$ cat config.mk
export PLATFORM = sky130hd
export DESIGN_NAME = memory_access
export DESIGN_NICKNAME = d
export VERILOG_FILES = /design/src/rtl/memory_access.sv
export SDC_FILE = /design/constraint.sdc
export NUM_CORES = 1
export LEC_CHECK = 0
export BUFFER_PORTS_ARGS = -buffer_cell sky130_fd_sc_hd__buf_2
export CORE_AREA = 2 2 153 155
export DETAILED_ROUTE_END_ITERATION = 8
export DIE_AREA = 0 0 155 157
export PLACE_DENSITY = 0.63
export SKIP_LAST_GASP = 1
export SLEW_MARGIN = 25
export SYNTH_ARGS = -nofsm -noshare
export SYNTH_HDL_FRONTEND = slang
export SYNTH_SLANG_ARGS = --single-unit
$ cat constraint.sdc
create_clock -name clk -period 7.4 [get_ports clk]
set_input_delay 0 -clock clk [delete_from_list [all_inputs] [get_ports clk]]
set_output_delay 0 -clock clk [all_outputs]
set_load 0.01 [all_outputs]
$ cat src/rtl/memory_access.sv
// Memory-stage load/store unit: latches LDUR/STUR requests from execute, runs the
// req/gnt/rvalid handshake with data memory and stalls the pipe until completion.
// Optional bus-wait timeout is compiled in with `define LSU_TIMEOUT_EN.
module memory_access #(
  parameter int N              = 64,
  parameter int TIMEOUT_CYCLES = 16
) (
  input  logic         clk,
  input  logic         reset,
  input  logic         valid_E,
  input  logic         memRead_E,
  input  logic         memWrite_E,
  input  logic [N-1:0] aluResult_E,
  input  logic [N-1:0] writeData_E,
  output logic         stall_M,
  output logic         done_M,
  output logic [N-1:0] readData_M,
  output logic         fault_M,
  output logic         busError_M,
  output logic         memReq,
  output logic         memWe,
  output logic [N-1:0] memAddr,
  output logic [N-1:0] memWdata,
  input  logic         memGnt,
  input  logic         memRValid,
  input  logic [N-1:0] memRdata
);

  typedef enum logic [1:0] {IDLE, REQ, WAIT} state_e;

  state_e         state_q;
  logic           req_q;
  logic           we_q;
  logic [N-1:0]   addr_q;
  logic [N-1:0]   wdata_q;
  logic [N-1:0]   rdata_q;
  logic           done_q;
  logic           fault_q;
  logic           busErr_q;

  logic           opValid;
  logic           opBad;
  logic           opGood;
  logic           timeoutHit;

  // A request is only legal when doubleword aligned and exactly one direction is set.
  assign opValid = valid_E & (memRead_E | memWrite_E);
  assign opBad   = opValid & ((|aluResult_E[2:0]) | (memRead_E & memWrite_E));
  assign opGood  = opValid & ~opBad;

`ifdef LSU_TIMEOUT_EN
  localparam int              CntW     = $clog2(TIMEOUT_CYCLES + 1);
  localparam logic [CntW-1:0] CntLimit = CntW'(TIMEOUT_CYCLES);

  logic [CntW-1:0] cnt_q;

  assign timeoutHit = (cnt_q == CntLimit);

  always_ff @(posedge clk or posedge reset) begin
    if (reset) begin
      cnt_q <= '0;
    end else if (state_q == IDLE) begin
      cnt_q <= '0;
    end else if (!timeoutHit) begin
      cnt_q <= cnt_q + CntW'(1);
    end
  end
`else
  assign timeoutHit = 1'b0;
`endif

  // Completion is checked before the timeout so a response on the limit cycle still wins.
  always_ff @(posedge clk or posedge reset) begin
    if (reset) begin
      state_q  <= IDLE;
      req_q    <= 1'b0;
      we_q     <= 1'b0;
      addr_q   <= '0;
      wdata_q  <= '0;
      rdata_q  <= '0;
      done_q   <= 1'b0;
      fault_q  <= 1'b0;
      busErr_q <= 1'b0;
    end else begin
      done_q   <= 1'b0;
      fault_q  <= 1'b0;
      busErr_q <= 1'b0;
      unique case (state_q)
        IDLE: begin
          if (opBad) begin
            fault_q <= 1'b1;
          end else if (opGood) begin
            addr_q  <= aluResult_E;
            wdata_q <= writeData_E;
            we_q    <= memWrite_E;
            req_q   <= 1'b1;
            state_q <= REQ;
          end
        end
        REQ: begin
          if (memGnt) begin
            req_q <= 1'b0;
            if (we_q) begin
              done_q  <= 1'b1;
              state_q <= IDLE;
            end else begin
              state_q <= WAIT;
            end
          end else if (timeoutHit) begin
            req_q    <= 1'b0;
            busErr_q <= 1'b1;
            state_q  <= IDLE;
          end
        end
        WAIT: begin
          if (memRValid) begin
            rdata_q <= memRdata;
            done_q  <= 1'b1;
            state_q <= IDLE;
          end else if (timeoutHit) begin
            busErr_q <= 1'b1;
            state_q  <= IDLE;
          end
        end
        default: begin
          req_q   <= 1'b0;
          state_q <= IDLE;
        end
      endcase
    end
  end

  assign stall_M    = (state_q != IDLE);
  assign done_M     = done_q;
  assign readData_M = rdata_q;
  assign fault_M    = fault_q;
  assign busError_M = busErr_q;
  assign memReq     = req_q;
  assign memWe      = we_q;
  assign memAddr    = addr_q;
  assign memWdata   = wdata_q;

endmodule

==> results of run 1 <==
registers in the layout, summed over array words and instances, names as in the netlist:
register / count
memAddr: 64
memWdata: 64
readData_M: 64
state_q: 2
done_M: 1
fault_M: 1
memReq: 1
memWe: 1
kinds of logic (layout without fill, tap and decap cells):
| group | Yosys count | in the layout |
|---|---|---|
| fa+ha+maj | 3 | 3 |
| compound gates | 7 | 7 |
| other cells | 1 | 3 |
| flops | 198 | 198 |
| simple gates | 13 | 13 |
| xor+xnor | 1 | 1 |
| mux | 191 | 191 |
| buf+inv | 27 | 627 |
power by group through the flow:
stage | Sequential (mW) | Clock [mW] | Combinational, mW
6_report | 1.85 | 0.933 | 1.58
5_1_grt | 1.92 | 1.01 | 1.70
4_1_cts | 1.85 | 0.968 | 1.58
3_5_place_dp | 1.86 | 0 | 1.50
3_3_place_gp | 1.84 | 0 | 1.47
2_1_floorplan | 2.12 | 0 | 0.498
final timing paths:
check | cells after the start | end | from
min in group asynchronous | 3 | readData_M[46] | reset
max in group asynchronous | 4 | memAddr[46] | reset
setup / recovery | 6 | memWdata[63] | state_q[0]
setup reg to reg | 6 | memWdata[63] | state_q[0]
hold / removal | 3 | fault_M | memRead_E
hold reg to reg | 1 | memAddr[5] | memAddr[5]
area by class of cell:
class | count | area, µm²
multi-input combinational | 216 | 2342
inverter | 5 | 26.28
clock inverter | 13 | 156.4
clock buffer | 19 | 432.9
sequential | 198 | 4955
fill | 1843 | 10290
antenna | 2 | 5.005
timing repair buffer | 590 | 3934
tap | 285 | 356.6
repair_timing:
action                                 in CTS  in global routing
hold buffers                              192                  0
setup buffers                               0                  0
endpoints found under the hold margin     321                  0
cell usage after synthesis:
| library cell | number | share of area |
|---|---|---|
| nand3_1 | 2 | 0.0013 |
| or3b_2 | 1 | 0.0012 |
| a32o_1 | 1 | 0.0013 |
| nor2b_1 | 3 | 0.0025 |
| o211ai_1 | 1 | 0.0010 |
| o21ai_0 | 1 | 0.00067 |
| a21oi_1 | 1 | 0.00067 |
| mux2i_1 | 1 | 0.0013 |
| a21boi_0 | 1 | 0.0010 |
| nor2_1 | 1 | 0.00050 |
| buf_2 | 6 | 0.0040 |
| clkbuf_1 | 4 | 0.0020 |
| nand2_1 | 1 | 0.00050 |
| ha_1 | 3 | 0.0050 |
| mux2_1 | 96 | 0.14 |
| o21ba_2 | 1 | 0.0013 |
| inv_1 | 5 | 0.0025 |
| xnor2_1 | 1 | 0.0012 |
| buf_4 | 2 | 0.0020 |
| conb_1 | 1 | 0.00050 |
| nor3_2 | 1 | 0.0013 |
| buf_6 | 10 | 0.015 |
| mux2_2 | 94 | 0.14 |
| o22a_1 | 1 | 0.0012 |
| or3_1 | 1 | 0.00084 |
| nand2b_1 | 2 | 0.0017 |
| dfrtp_1 | 198 | 0.66 |
| and2_1 | 1 | 0.00084 |
critical path, stage by stage (launching register included):
cell,delay [ns]
dfrtp_1,0.40
inv_1,0.08
ha_1,0.21
o211ai_1,0.16
nor3_4,0.47
buf_12,0.47
mux2_2,0.41
stage by stage:
stage / utilization / total power, mW / instances
3_5_place_dp: 0.4307 / 3.365 / 1102
2_1_floorplan: - / 2.618 / 441
5_1_grt: 0.5423 / 4.637 / 1326
6_report: 0.5425 / 4.362 / 1328
3_3_place_gp: 0.4307 / 3.319 / 1102
4_1_cts: 0.5423 / 4.398 / 1326
per-layer routing:
| layer | up-vias | wire length [µm] | global-route usage |
|---|---|---|---|
| met2 | 257 | 10750 | 0.3016 |
| met5 | - | 0 | 0 |
| met1 | 2852 | 7987 | 0.1868 |
| met3 | 43 | 1696 | 0.05865 |
| li1 | 2717 | - | - |
| met4 | 0 | 543 | 0.06834 |
==> results.cfg, run 1 <==
[critical_path]
critical_path_class = flip-flop to flip-flop
cp.arrival_ns = 2.86
crit_path_end_kind = flip-flop
cp_max_fo = 121
timing.reg2reg.setup_slack_ns = 4.85
startpoint_type = flip-flop
critPathRequiredTime_ns = 7.71

[synthesis]
synth.distinct_cells = 28
synth_mux_area_frac = 0.2874
synth_top_family_by_area = multiplexers
synth_nets = 643
synth-simple-area-share = 0.01071
synthCells = 441
synth_area_mm2 = 0.007480
syn-mean-instance-area_um2 = 16.96
synth-seq-cells = 198
synth_xor_xnor_area_share = 0.001171
ys_warn_count = 0
ys_seq_area_frac = 0.6624
synth_fa_ha_area_frac = 0.005018
synth_compound_area_frac = 0.007193

[floorplan]
pin_count = 397
fp.dieH_um = 157
dieArea_mm2 = 0.02434
core_mm2 = 0.02250
die_x_um = 155
rows = 55
initial_core_util = 0.3324

[global_route]
grt_overflow = 0
antenna_found_initial = 0
grt_pass1_wl_um = 32690
gr-usage-all-layers = 0.1699
first_global_vias = 6462
grt_max_degree = 131

[pwr]
power.switching_mw = 1.458
combPwrFrac = 0.361
clockPowerShare = 0.214
power_density_mw_per_mm2 = 357.3
p_int_mw = 2.905
vdd_ir_drop_max_mv = 0.2014
seqPwrFrac = 0.425
leakagePower_nw = 6.122
p_sw_frac = 0.3341

[clock_tree]
clk_latency_ns = 0.43
clockBufferDepth = 2
cts-resized-gates = 0
numCtsBuffers = 17
root_buffer = clkbuf_16
htree_levels = 4
cts.sinks = 198
clk_pin_slew_ns = 0.08
cts_tree = built

[routing]
drc = 0
viasPerCell = 4.419
first_pass_iters = 4
drtAntennaViolNets = 0
routed_wl_um = 20980
routedWlPerCell_um = 15.80
drt_iter0_drc = 199
vias = 5869

[place]
post-place-ws_ns = 4.847
hpwl_um = 13650
io_buffers = 395
gp_congestion = 0.7550
placed_area_mm2 = 0.009692

[timing]
maxSlewHeadroom = 0.4094
setup_violations = 0
rsz0062_at_grt = no
layout_setup_ws_ns = 4.846
finalHoldViolCount = 0
worstMarginPinSlew_ns = 0.8860
period_minus_slack_ns = 2.554
fin_crit_sh = 0.3451
fmax_mhz = 391.6
timing.hold.ws_ns = 0.04814
fin_skew_ns = 0.01225
setup_tns_ns = 0
final-max-slew-violation-count = 0

[layout]
drive_gt1_frac = 0.5062
final_area_mm2 = 0.01221
synthToLayoutAreaGrowth_pct = 63.22
final_common_cell = buf_2
fin_nets = 1230
final_cell_mix = 395 x buf_2, 198 x dfrtp_1, 192 x dlygate4sd3_1

[hold_path]
worstHoldPathType = input port to flip-flop

[run_status]
status = finished clean

[job]
drv_cap = 0
(Power assumes the default switching activity.)
==> inputs of run 2 (changes only) <==
==> constraint.sdc (replaced) <==
create_clock -name clk -period 2.7 [get_ports clk]
set_input_delay 0 -clock clk [delete_from_list [all_inputs] [get_ports clk]]
set_output_delay 0 -clock clk [all_outputs]
set_load 0.01 [all_outputs]
==> run 2 against run 1 <==
Clock-buffer cell count stayed put. Highest routed layer unchanged. Power grew to 2.7 times the previous value. Final cell count is 0.30% higher. Non-clock buffer count is 6 higher. Utilization is 0.46 points higher. Largest cell class unchanged.
==> results.cfg, run 2 (synthesized netlist as in run 1, its figures left out) <==
[run_status]
status = finished clean

[hold_path]
worstHoldPathType = input port to flip-flop
holdPathStages = 3

[timing]
fin_crit_sh = 0.7682
setup_violations = 0
fmax_mhz = 482.1
maxSlewHeadroom = 0.5437
rsz0062_at_grt = no
timing.hold.ws_ns = 0.03680
period_minus_slack_ns = 2.074
finalHoldViolCount = 0
worstMarginPinSlew_ns = 0.6830
setup_tns_ns = 0
final-max-slew-violation-count = 0
fin_skew_ns = 0.009918

[global_route]
grt_pass1_wl_um = 32660
gr-usage-all-layers = 0.1699
first_global_vias = 6381
antenna_found_initial = 0
grt_max_degree = 83
grt_overflow = 0

[place]
gp_congestion = 0.7512
hpwl_um = 13830
io_buffers = 395

[floorplan]
pin_count = 397
die_x_um = 155
fp.dieH_um = 157
rows = 55
initial_core_util = 0.3324
dieArea_mm2 = 0.02434
core_mm2 = 0.02250

[clock_tree]
cts-resized-gates = 0
htree_levels = 4
clk_latency_ns = 0.42
post-cts-setup-buffer-count = 0
clockBufferDepth = 2
cts_tree = built
cts.sinks = 198
numCtsBuffers = 17
clk_pin_slew_ns = 0.08
ctsHoldBuffers = 192
root_buffer = clkbuf_16

[job]
drv_cap = 0

[critical_path]
r2r_cells = 6
cp_num_buf_inv = 2
crit_path_end_kind = flip-flop
cp_max_fo = 82
critical_path_class = flip-flop to flip-flop
path_cells = inv_1 > ha_1 > o211ai_1 > nor3_4 > buf_12 > mux2_1
crit_family = buffers and inverters
max_stage_delay_ns = 0.41
startpoint_type = flip-flop
slowest_stage = dfrtp_1
cp.arrival_ns = 2.37
critPathRequiredTime_ns = 2.99
cp.depth = 6

[pwr]
power_density_mw_per_mm2 = 973.1
leakagePower_nw = 6.170
vdd_ir_drop_max_mv = 0.4910

[layout]
fillers = 1837
final_cell_mix = 395 x buf_2, 198 x dfrtp_1, 192 x dlygate4sd3_1
antennaDiodeCount = 0
final_common_cell = buf_2
fin_nets = 1236
drive_gt1_frac = 0.5091
synthToLayoutAreaGrowth_pct = 64.59

[routing]
vias = 5881
drc = 0
drtAntennaViolNets = 0
first_pass_iters = 6
viasPerCell = 4.415
routed_wl_um = 21250
drt_iter0_drc = 176
routedWlPerCell_um = 15.95
-- run 2: cell count changes in the layout (fill, tap and decap cells not counted) --
cell / before / now
buf_12: 1 / 6
buf_4: 2 / 3
clkinv_4: 1 / 3
clkinv_8: 2 / 3
diode_2: 2 / 0
inv_8: 4 / 1
-- run 2: worst paths after layout --
path,from,end,slack [ns]
setup / recovery,state_q[0],memAddr[8],0.63
hold / removal,aluResult_E[2],fault_M,0.04
setup reg to reg,state_q[0],memAddr[8],0.63
hold reg to reg,memWdata[4],memWdata[4],0.48
max in group asynchronous,reset,memAddr[40],1.63
min in group asynchronous,reset,memWdata[29],0.23
-- run 2: report_power, final --
| part | internal, mW | switching [mW] | leakage [nW] |
|---|---|---|---|
| Sequential | 4.40 | 0.686 | 2.43 |
| Combinational | 2.25 | 2.10 | 3.45 |
| Clock | 1.33 | 1.21 | 0.288 |
-- run 2: routing by layer --
metal  vias up  share of wire  track usage
met5         -              0            0
li1       2727              -            -
met1      2860           0.38       0.1880
met4         0          0.027      0.06173
met2       255           0.52       0.3094
met3        39          0.070      0.05066
-- run 2: per-stage QoR --
stage / utilization / power [mW] / setup slack [ns] / instances / cell area [µm²]
detailed placement: 0.4353 / 9.246 / 0.6482 / 1108 / 9796
floorplan: - / 7.176 / 0.1396 / 441 / 7483
CTS: 0.5471 / 12.05 / 0.6325 / 1332 / 12310
global placement: 0.4353 / 9.123 / 0.6796 / 1108 / 9796
finish: 0.5471 / 11.98 / 0.6259 / 1332 / 12310
global route: 0.5471 / 12.72 / 0.4732 / 1332 / 12310
-- run 2: worst min-delay path, delay by kind of cell --
kind | cells | cell delay (ns)
compound gates | 1 | 0.16
buf+inv | 1 | 0.07
simple gates | 1 | 0.18
-- run 2: layout make-up --
class,instances,area [µm²],area share
inverters,5,22.52,0.001829
repair buffers,596,4041,0.3283
multi-input cells,216,2342,0.1903
clock buffers,19,432.9,0.03517
clock inverters,13,160.2,0.01301
well taps,285,356.6,0.02897
flip-flops and latches,198,4955,0.4025
